$ cat src/rtl/mc_pkg.sv
// mc_pkg: shared encodings for the multi-cycle controller and its datapath.
// Holds the FSM state codes, opcode/funct constants, the mux/ALU select
// codes and the control-strobe bundle driven by mc_decode.
package mc_pkg;

    typedef enum logic [3:0] {
        ST_FETCH   = 4'd0,
        ST_DECODE  = 4'd1,
        ST_EXE_R   = 4'd2,
        ST_EXE_I   = 4'd3,
        ST_MEM_ADR = 4'd4,
        ST_MEM_RD  = 4'd5,
        ST_MEM_WR  = 4'd6,
        ST_WB_ALU  = 4'd7,
        ST_WB_MEM  = 4'd8,
        ST_BRANCH  = 4'd9,
        ST_JUMP    = 4'd10
    } state_e;

    localparam logic [5:0] OP_RTYPE = 6'b000000;
    localparam logic [5:0] OP_ORI   = 6'b001101;
    localparam logic [5:0] OP_LUI   = 6'b001111;
    localparam logic [5:0] OP_LW    = 6'b100011;
    localparam logic [5:0] OP_SW    = 6'b101011;
    localparam logic [5:0] OP_BEQ   = 6'b000100;
    localparam logic [5:0] OP_J     = 6'b000010;
    localparam logic [5:0] OP_JAL   = 6'b000011;

    localparam logic [5:0] FN_ADDU  = 6'b100001;
    localparam logic [5:0] FN_SUBU  = 6'b100011;
    localparam logic [5:0] FN_JR    = 6'b001000;

    localparam logic [3:0] ALU_ADD  = 4'd0;
    localparam logic [3:0] ALU_SUB  = 4'd1;
    localparam logic [3:0] ALU_OR   = 4'd2;
    localparam logic [3:0] ALU_LUI  = 4'd3;

    localparam logic [1:0] WA_RT    = 2'd0;
    localparam logic [1:0] WA_RD    = 2'd1;
    localparam logic [1:0] WA_RA    = 2'd2;

    localparam logic [1:0] WD_ALU   = 2'd0;
    localparam logic [1:0] WD_MEM   = 2'd1;
    localparam logic [1:0] WD_PC    = 2'd2;

    localparam logic [1:0] NPC_PC4  = 2'd0;
    localparam logic [1:0] NPC_BR   = 2'd1;
    localparam logic [1:0] NPC_J    = 2'd2;
    localparam logic [1:0] NPC_JR   = 2'd3;

    localparam logic [1:0] SRCB_RT   = 2'd0;
    localparam logic [1:0] SRCB_FOUR = 2'd1;
    localparam logic [1:0] SRCB_IMM  = 2'd2;

    typedef struct packed {
        logic       pc_write;
        logic       ir_write;
        logic       reg_write;
        logic       mem_read;
        logic       mem_write;
        logic       iord;
        logic [1:0] wa_sel;
        logic [1:0] wd_sel;
        logic [1:0] npc_sel;
        logic       ext_op;
        logic       alu_src_a;
        logic [1:0] alu_src_b;
        logic [3:0] alu_op;
    } ctrl_t;

    // State entered after DECODE; unknown opcodes/functs fall back to FETCH.
    function automatic state_e decode_target(input logic [5:0] op, input logic [5:0] funct);
        state_e nxt;
        nxt = ST_FETCH;
        case (op)
            OP_RTYPE: begin
                if (funct == FN_ADDU || funct == FN_SUBU) nxt = ST_EXE_R;
                else if (funct == FN_JR)                  nxt = ST_JUMP;
            end
            OP_ORI, OP_LUI: nxt = ST_EXE_I;
            OP_LW, OP_SW:   nxt = ST_MEM_ADR;
            OP_BEQ:         nxt = ST_BRANCH;
            OP_J, OP_JAL:   nxt = ST_JUMP;
            default:        nxt = ST_FETCH;
        endcase
        return nxt;
    endfunction

endpackage

$ cat src/rtl/mc_decode.sv
// mc_decode: combinational map from {state, op, funct, zero} to the datapath
// strobes. mem_ready only qualifies the FETCH-completion strobes.
// Ports:
//   state     in  current FSM state (codes 11-15 decode to all-zero strobes)
//   op, funct in  instruction opcode / funct fields
//   zero      in  ALU equality flag (used in BRANCH)
//   mem_ready in  memory handshake, already gated off while in reset
//   ctrl      out strobe bundle
module mc_decode
    import mc_pkg::*;
#(
    parameter int OPC_W = 6
) (
    input  logic [3:0]       state,
    input  logic [OPC_W-1:0] op,
    input  logic [OPC_W-1:0] funct,
    input  logic             zero,
    input  logic             mem_ready,
    output ctrl_t            ctrl
);

    always_comb begin
        ctrl = '0;
        case (state)
            ST_FETCH: begin
                ctrl.mem_read  = 1'b1;
                ctrl.alu_src_b = SRCB_FOUR;
                ctrl.alu_op    = ALU_ADD;
                ctrl.npc_sel   = NPC_PC4;
                // IR and PC load only on the cycle the fetch completes.
                ctrl.ir_write  = mem_ready;
                ctrl.pc_write  = mem_ready;
            end
            ST_EXE_R: begin
                ctrl.alu_src_a = 1'b1;
                ctrl.alu_src_b = SRCB_RT;
                ctrl.alu_op    = (funct == FN_SUBU) ? ALU_SUB : ALU_ADD;
            end
            ST_EXE_I: begin
                ctrl.alu_src_a = 1'b1;
                ctrl.alu_src_b = SRCB_IMM;
                ctrl.alu_op    = (op == OP_LUI) ? ALU_LUI : ALU_OR;
            end
            ST_MEM_ADR: begin
                ctrl.alu_src_a = 1'b1;
                ctrl.alu_src_b = SRCB_IMM;
                ctrl.ext_op    = 1'b1;
                ctrl.alu_op    = ALU_ADD;
            end
            ST_MEM_RD: begin
                ctrl.mem_read  = 1'b1;
                ctrl.iord      = 1'b1;
            end
            ST_MEM_WR: begin
                ctrl.mem_write = 1'b1;
                ctrl.iord      = 1'b1;
            end
            ST_WB_ALU: begin
                ctrl.reg_write = 1'b1;
                ctrl.wd_sel    = WD_ALU;
                ctrl.wa_sel    = (op == OP_RTYPE) ? WA_RD : WA_RT;
            end
            ST_WB_MEM: begin
                ctrl.reg_write = 1'b1;
                ctrl.wd_sel    = WD_MEM;
                ctrl.wa_sel    = WA_RT;
            end
            ST_BRANCH: begin
                ctrl.alu_src_a = 1'b1;
                ctrl.alu_src_b = SRCB_RT;
                ctrl.alu_op    = ALU_SUB;
                ctrl.npc_sel   = NPC_BR;
                ctrl.pc_write  = zero;
            end
            ST_JUMP: begin
                ctrl.pc_write = 1'b1;
                ctrl.npc_sel  = (op == OP_RTYPE && funct == FN_JR) ? NPC_JR : NPC_J;
                // jal links the already-incremented PC into $31.
                if (op == OP_JAL) begin
                    ctrl.reg_write = 1'b1;
                    ctrl.wa_sel    = WA_RA;
                    ctrl.wd_sel    = WD_PC;
                end
            end
            default: ctrl = '0;
        endcase
    end

endmodule

$ cat src/rtl/mc_ctrl.sv
// mc_ctrl: multi-cycle MIPS-subset controller. Holds the FSM state and the
// retired-instruction counter; strobes come from mc_decode.
// Ports:
//   Clock, Reset (async, active-low)
//   Op, Function   instruction fields, stable from DECODE until FETCH
//   Zero           ALU equality result; MemReady memory completion
//   PcWrite IrWrite RegWrite MemRead MemWrite IorD WaSel WdSel nPc_Sel
//   ExtOp AluSrcA AluSrcB AluOp  datapath controls
//   State          current state (debug); InstrCount retired instructions
module mc_ctrl
    import mc_pkg::*;
#(
    parameter int OPC_W = 6
) (
    input  logic             Clock,
    input  logic             Reset,
    input  logic [OPC_W-1:0] Op,
    input  logic [OPC_W-1:0] Function,
    input  logic             Zero,
    input  logic             MemReady,
    output logic             PcWrite,
    output logic             IrWrite,
    output logic             RegWrite,
    output logic             MemRead,
    output logic             MemWrite,
    output logic             IorD,
    output logic [1:0]       WaSel,
    output logic [1:0]       WdSel,
    output logic [1:0]       nPc_Sel,
    output logic             ExtOp,
    output logic             AluSrcA,
    output logic [1:0]       AluSrcB,
    output logic [3:0]       AluOp,
    output logic [3:0]       State,
    output logic [31:0]      InstrCount
);

    logic [3:0]  state_q, state_d;
    logic [31:0] count_q, count_d;
    logic        retire;
    ctrl_t       ctrl;

    always_comb begin
        state_d = state_q;
        retire  = 1'b0;
        case (state_q)
            ST_FETCH:   if (MemReady) state_d = ST_DECODE;
            ST_DECODE:  state_d = decode_target(Op, Function);
            ST_EXE_R,
            ST_EXE_I:   state_d = ST_WB_ALU;
            ST_MEM_ADR: state_d = (Op == OP_LW) ? ST_MEM_RD : ST_MEM_WR;
            ST_MEM_RD:  if (MemReady) state_d = ST_WB_MEM;
            ST_MEM_WR: begin
                if (MemReady) begin
                    state_d = ST_FETCH;
                    retire  = 1'b1;
                end
            end
            ST_WB_ALU, ST_WB_MEM, ST_BRANCH, ST_JUMP: begin
                state_d = ST_FETCH;
                retire  = 1'b1;
            end
            default:    state_d = ST_FETCH;
        endcase
        count_d = retire ? count_q + 32'd1 : count_q;
    end

    always_ff @(posedge Clock or negedge Reset) begin
        if (!Reset) begin
            state_q <= ST_FETCH;
            count_q <= '0;
        end else begin
            state_q <= state_d;
            count_q <= count_d;
        end
    end

    // Masking MemReady during reset keeps the FETCH write strobes quiet
    // while the reset that aborted an instruction is still held.
    mc_decode #(.OPC_W(OPC_W)) u_decode (
        .state     (state_q),
        .op        (Op),
        .funct     (Function),
        .zero      (Zero),
        .mem_ready (MemReady & Reset),
        .ctrl      (ctrl)
    );

    assign PcWrite    = ctrl.pc_write;
    assign IrWrite    = ctrl.ir_write;
    assign RegWrite   = ctrl.reg_write;
    assign MemRead    = ctrl.mem_read;
    assign MemWrite   = ctrl.mem_write;
    assign IorD       = ctrl.iord;
    assign WaSel      = ctrl.wa_sel;
    assign WdSel      = ctrl.wd_sel;
    assign nPc_Sel    = ctrl.npc_sel;
    assign ExtOp      = ctrl.ext_op;
    assign AluSrcA    = ctrl.alu_src_a;
    assign AluSrcB    = ctrl.alu_src_b;
    assign AluOp      = ctrl.alu_op;
    assign State      = state_q;
    assign InstrCount = count_q;

endmodule

$ cat config.mk
export PLATFORM = sky130hd
export DESIGN_NAME = mc_ctrl
export DESIGN_NICKNAME = d
export VERILOG_FILES = /design/src/rtl/mc_pkg.sv /design/src/rtl/mc_decode.sv /design/src/rtl/mc_ctrl.sv
export SDC_FILE = /design/constraint.sdc
export NUM_CORES = 1
export LEC_CHECK = 0
export ABC_AREA = 1
export CAP_MARGIN = 15
export CORE_ASPECT_RATIO = 2
export CORE_MARGIN = 3
export CORE_UTILIZATION = 41
export DETAILED_ROUTE_END_ITERATION = 10
export PLACE_DENSITY = 0.69
export SYNTH_ARGS = -nofsm -noshare
export SYNTH_HDL_FRONTEND = slang
export SYNTH_SLANG_ARGS = --single-unit
$ cat constraint.sdc
create_clock -name Clock -period 2 [get_ports Clock]
set_input_delay 0.4 -clock Clock [delete_from_list [all_inputs] [get_ports Clock]]
set_output_delay 0.4 -clock Clock [all_outputs]
set_load 0.005 [all_outputs]
==> metrics.csv, run 1 <==
metric,value,unit
hold_viol_final,0,
yosys.area_share.simple,48.19,%
fin_ws,0.01566,ns
critPathKind,in -> out,
internal-power,2.109,mW
seqPwrFrac,26.7,%
final_common_cell,nand2_1,
critPathTopFamily,buffers and inverters,
clk_path_buf_depth,2,
period_minus_slack,1.984,ns
final_antenna_net_count,0,
clockRootBuffer,clkbuf_16,
hp-class,in -> async,
p_comb_share,50.6,%
syn-cell-area,2703,um2
rr_startpoint,State[0]$_DFFE_PN0P_,
dieArea,7661,um2
via_count,3171,
rows,41,
die_h,120.8,um
drc_errors,0,
first_global_vias,3190,
r2r_end,InstrCount[20]$_DFFE_PN0P_,
setup_tns,0,ns
ios,72,
pwr-share-clk,22.6,%
wl_per_cell,13.68,um
start_kind,input port,
final_cell_mix,"192 x nand2_1, 68 x nor2_1, 51 x inv_1",
yosysWarnings,0,
synth_top_area_share,33.33,%
finalSetupViolations,0,
clkLatencyLatePin,0.28,ns
placed_area,3617,um2
synth_top_family_by_area,simple AND/OR/NAND/NOR gates,
synthMuxAreaShare,0,%
path_buf_inv,3,
routabilityCongestion,0.9995,
crit_chain,clkdlybuf4s50_1 -> buf_4 -> nor2_1 -> nand3_1 -> nor2_2 -> dlygate4sd2_1,
yosys-top-cells-area,"dfrtp_1 33%, nand2_1 28%, nor2_1 11%",
ff2ff_path_depth,12,
power.density,883.9,nW/um2
slowest_stage,clkdlybuf4s50_1,
yosysTopAreaCell,dfrtp_1,
rsz0062_at_grt,yes,
final_cell_area,3919,um2
maxSlewViolCount,0,
total_leakage_power,2.005,nW
avgSynthCellArea,5.927,um2
max_cap_viol_count,0,
cts_num_sinks,36,
ys_ff_latch,36,
sw_frac_of_total,39.11,%
p_sw,1.354,mW
grt_usage,24.29,%
start_util,42.49,%
io_buffer_count,69,
layout.nets,579,
syn_to_final_growth,45.00,%
ir_drop,0.6136,mV
arrival,1.58,ns
synth_cell_types,24,
critPathMaxFanout,2,
antenna_cells,0,
end_kind,output pin,
fin_util,61.61,%
numCtsBuffers,5,
startpoint,Op[5],
synth-compound-area-share,3.611,%
grt_antenna_before_repair,0,
status,completed,
die_w,63.41,um
cts-htree-levels,2,
syn_inst,456,
dp_slack,-0.4357,ns
hold_slack,0.2148,ns
path_depth,6,
cp.required,1.60,ns
vias_per_cell,4.886,
cts_tree,yes,
fmaxAchievable,503.9,MHz
yosysSeqAreaShare,33.33,%
fillers,662,
synth_xor_area_share,3.889,%
grt.overflow.total,0,
grt_max_degree,37,
first_pass_iters,5,
grt_pass1_wl,14340,um
slowest_delay,0.43,ns
period_share,99.22,%
coreArea,6361,um2
wl,8877,um
crit_path_end,WaSel[1],
layout-drive-gt1-share,14.39,%
synth_fa_ha_area_share,0.4630,%
drt_iter0_markers,153,
path_clk_slew,0.05,ns
ff2ff_setup_slack,0.23,ns
hpwl,7078,um
finClkSkew,0.001987,ns
per-layer routing:
layer | wire [um] | vias up | track usage (%)
met4 | 642 | 0 | 17.59
met3 | 382 | 41 | 4.182
met5 | 0 | - | 0
met1 | 2882 | 1430 | 20.61
met2 | 4970 | 108 | 47.94
li1 | - | 1592 | -
power by group through the flow:
stage          Clock, mW  Combinational [mW]  Sequential, mW
3_3_place_gp           0                1.52           0.932
3_5_place_dp           0                1.53           0.934
6_report           0.784                1.75           0.926
5_1_grt            0.822                1.91           0.940
2_1_floorplan          0               0.746           0.929
4_1_cts            0.797                1.63           0.918
how the worst min path moves through the flow:
stage | start | endpoint | depth (start not counted)
after floorplan | Reset | InstrCount[0]$_DFFE_PN0P_ | 0
after global placement | InstrCount[0]$_DFFE_PN0P_ | InstrCount[0]$_DFFE_PN0P_ | 1
after detailed placement | InstrCount[0]$_DFFE_PN0P_ | InstrCount[0]$_DFFE_PN0P_ | 1
after CTS | Reset | InstrCount[6]$_DFFE_PN0P_ | 2
after global routing | Reset | InstrCount[0]$_DFFE_PN0P_ | 2
final | Reset | InstrCount[6]$_DFFE_PN0P_ | 2
synthesized netlist by cell type:
cell      count
nand2_1     198
nor2_1       77
inv_1        54
dfrtp_1      36
nand3_1      32
o21ai_0      12
xor2_1       12
nor2_2        6
buf_4         5
nand4_1       4
a21oi_1       3
buf_2         2
buf_6         2
inv_2         2
nand2_2       2
a22oi_1       1
conb_1        1
ha_1          1
nand3_2       1
nand3b_1      1
nor2_4        1
nor4_1        1
o211ai_1      1
o21a_1        1
state kept, by name, indices dropped and copies added, names as in the netlist:
name	cells
InstrCount	32
State	4
metrics by stage:
stage	instances	power [mW]
after detailed placement	628	2.464
after CTS	643	3.350
after global routing	649	3.677
final	649	3.464
after global placement	628	2.457
after floorplan	457	1.675
cells by family (layout without fill, tap and decap cells):
group | count (synthesis) | count (layout)
simple gates | 323 | 323
compound gates | 18 | 18
fa+ha+maj | 1 | 1
flops | 36 | 36
other cells | 1 | 2
xor+xnor | 12 | 12
buf+inv | 65 | 171
final cells by class:
cell class | count | area (um2) | share of cell area, %
clock buffers | 8 | 146.4 | 3.736
inverters | 56 | 210.2 | 5.364
multi-input cells | 356 | 1593 | 40.64
flip-flops and latches | 36 | 902.1 | 23.02
well taps | 86 | 107.6 | 2.746
repair buffers | 107 | 959.7 | 24.49
timing repair:
item / 4_1_cts / 5_1_grt
hold buffers: 0 / 0
buffers inserted: 7 / 6
setup endpoints to repair: 18 / 14
gates resized for setup: 31 / 29
pin swaps: 6 / 6
No activity file was read; power rests on OpenSTA's default activity.
==> inputs of run 2 (changes only) <==
GPL_ROUTABILITY_DRIVEN = 0   (was unset)
REMOVE_ABC_BUFFERS = 1   (was unset)
==> run 2 against run 1 <==
Die area did not move. Utilization rose by 0.18 points. Critical endpoint is now WdSel[1]. Routed wire length rose by 0.23%. Clock power rose by 2%. Sequential power rose by 2%. Total power fell by 2.2%. Largest cell class unchanged. Clock skew barely moved. Combinational power fell by 6%. Setup slack improved by 0.023 ns.
==> metrics.csv, run 2 (synthesis gave the netlist of run 1 again) <==
metric,value,unit
drt_iter0_markers,137,
hold_slack,0.2281,ns
grt_usage,23.99,%
clockRootBuffer,clkbuf_16,
status,completed,
drc_errors,0,
period_minus_slack,1.962,ns
final_cell_area,3930,um2
path_buf_inv,3,
hp-class,in -> async,
critPathMaxFanout,3,
largest_reg_flops,32,
grt_pass1_wl,14280,um
first_global_vias,3136,
clkLatencyLatePin,0.29,ns
gr-usage-met1,22.05,%
start_util,42.49,%
antenna_cells,0,
cp.required,1.60,ns
layout.nets,571,
hold_viol_final,0,
slowest_stage,dfrtp_2,
end_kind,output pin,
fmaxAchievable,509.8,MHz
final_antenna_net_count,0,
critPathKind,reg -> out,
critPathTopFamily,buffers and inverters,
hpwl,6776,um
io_buffer_count,69,
vias_per_cell,4.933,
ctsHoldBuffers,0,
top_usage_layer,met2,
cts_num_sinks,36,
wl,8897,um
ios,72,
cts_tree,yes,
rsz0062_at_grt,yes,
numCtsBuffers,5,
grt_max_degree,40,
layout-drive-gt1-share,16.22,%
slowest_delay,0.44,ns
power.density,862.3,nW/um2
period_share,98.08,%
max_cap_viol_count,0,
coreArea,6361,um2
crit_chain,inv_2 -> nand2_4 -> nor2_4 -> buf_4 -> nand3_2 -> nor2_2 -> dlygate4sd2_1,
setup_tns,0,ns
die_h,120.8,um
clk_path_buf_depth,2,
use_met3,3.996,%
ir_drop,0.7780,mV
cts-htree-levels,2,
rows,41,
grt_antenna_before_repair,0,
met2_usage,46.23,%
finClkSkew,0.002170,ns
wl_per_cell,13.88,um
dieArea,7661,um2
grt.overflow.total,0,
via_count,3162,
final_common_cell,nand2_1,
placed_area,3592,um2
arrival,1.56,ns
start_kind,flop,
maxSlewViolCount,0,
syn_to_final_growth,45.42,%
first_pass_iters,4,
die_w,63.41,um
path_clk_slew,0.06,ns
finalSetupViolations,0,
total_leakage_power,1.963,nW
final_cell_mix,"192 x nand2_1, 63 x nor2_1, 48 x inv_1",
run 2: cell count changes in the layout (fill, tap and decap cells not counted), moves of 2 or more:
cell,before,now
inv_2,5,8
o21ai_1,3,1
clkbuf_1,2,0
nand3_1,32,27
nor2_2,12,17
nor2_1,68,63
clkbuf_2,4,2
buf_4,37,28
clkinv_2,0,2
nand3_2,1,5
dlygate4sd2_1,6,11
inv_1,51,48
clkdlybuf4s50_1,49,45
run 2: cell type report:
type / instances / area (um2)
timing repair buffer: 99 / 917.1
fill: 635 / 2431
sequential: 36 / 903.4
inverter: 56 / 210.2
clock inverter: 2 / 10.01
multi-input combinational: 356 / 1643
tap: 86 / 107.6
clock buffer: 6 / 138.9
run 2: per-stage QoR:
stage	util [%]	worst slack, ns	total power [mW]	cells
floorplan	-	0.1961	1.575	448
finish	61.78	0.03837	3.389	641
detailed placement	56.47	-0.3893	2.447	623
global placement	56.47	-0.3896	2.438	623
CTS	60.84	-0.1075	3.360	638
global route	61.78	-0.02725	3.578	641
run 2: path summary, 6_finish.rpt:
kind	from	end	slack, ns	cells after the start
worst max-delay path	State[0]$_DFFE_PN0P_	WdSel[1]	0.04	7
worst min-delay path	Reset	InstrCount[7]$_DFFE_PN0P_	0.23	2
worst max register to register	State[2]$_DFFE_PN0P_	InstrCount[6]$_DFFE_PN0P_	0.23	7
worst min register to register	InstrCount[0]$_DFFE_PN0P_	InstrCount[0]$_DFFE_PN0P_	0.55	1
max in group asynchronous	Reset	State[3]$_DFFE_PN0P_	1.41	2
min in group Clock	InstrCount[0]$_DFFE_PN0P_	InstrCount[0]$_DFFE_PN0P_	0.55	1
run 2: report_power, final:
part           switching, mW  leakage [nW]  total, mW  internal [mW]
sequential             0.122         0.482      0.943          0.821
clock                  0.309        0.0766      0.800          0.491
combinational          0.931          1.40       1.65          0.715
run 2: routing by layer:
layer  vias to the layer above  share of wire [%]
met5                         -                  0
met4                         0                5.6
met3                        39                5.0
met2                       117                 56
met1                      1433                 33
li1                       1573                  -
run 2: timing repair:
item                       CTS  global route
setup endpoints to repair   18            12
buffers inserted             7             3
pin swaps                    7             5
gates resized for setup     55            22
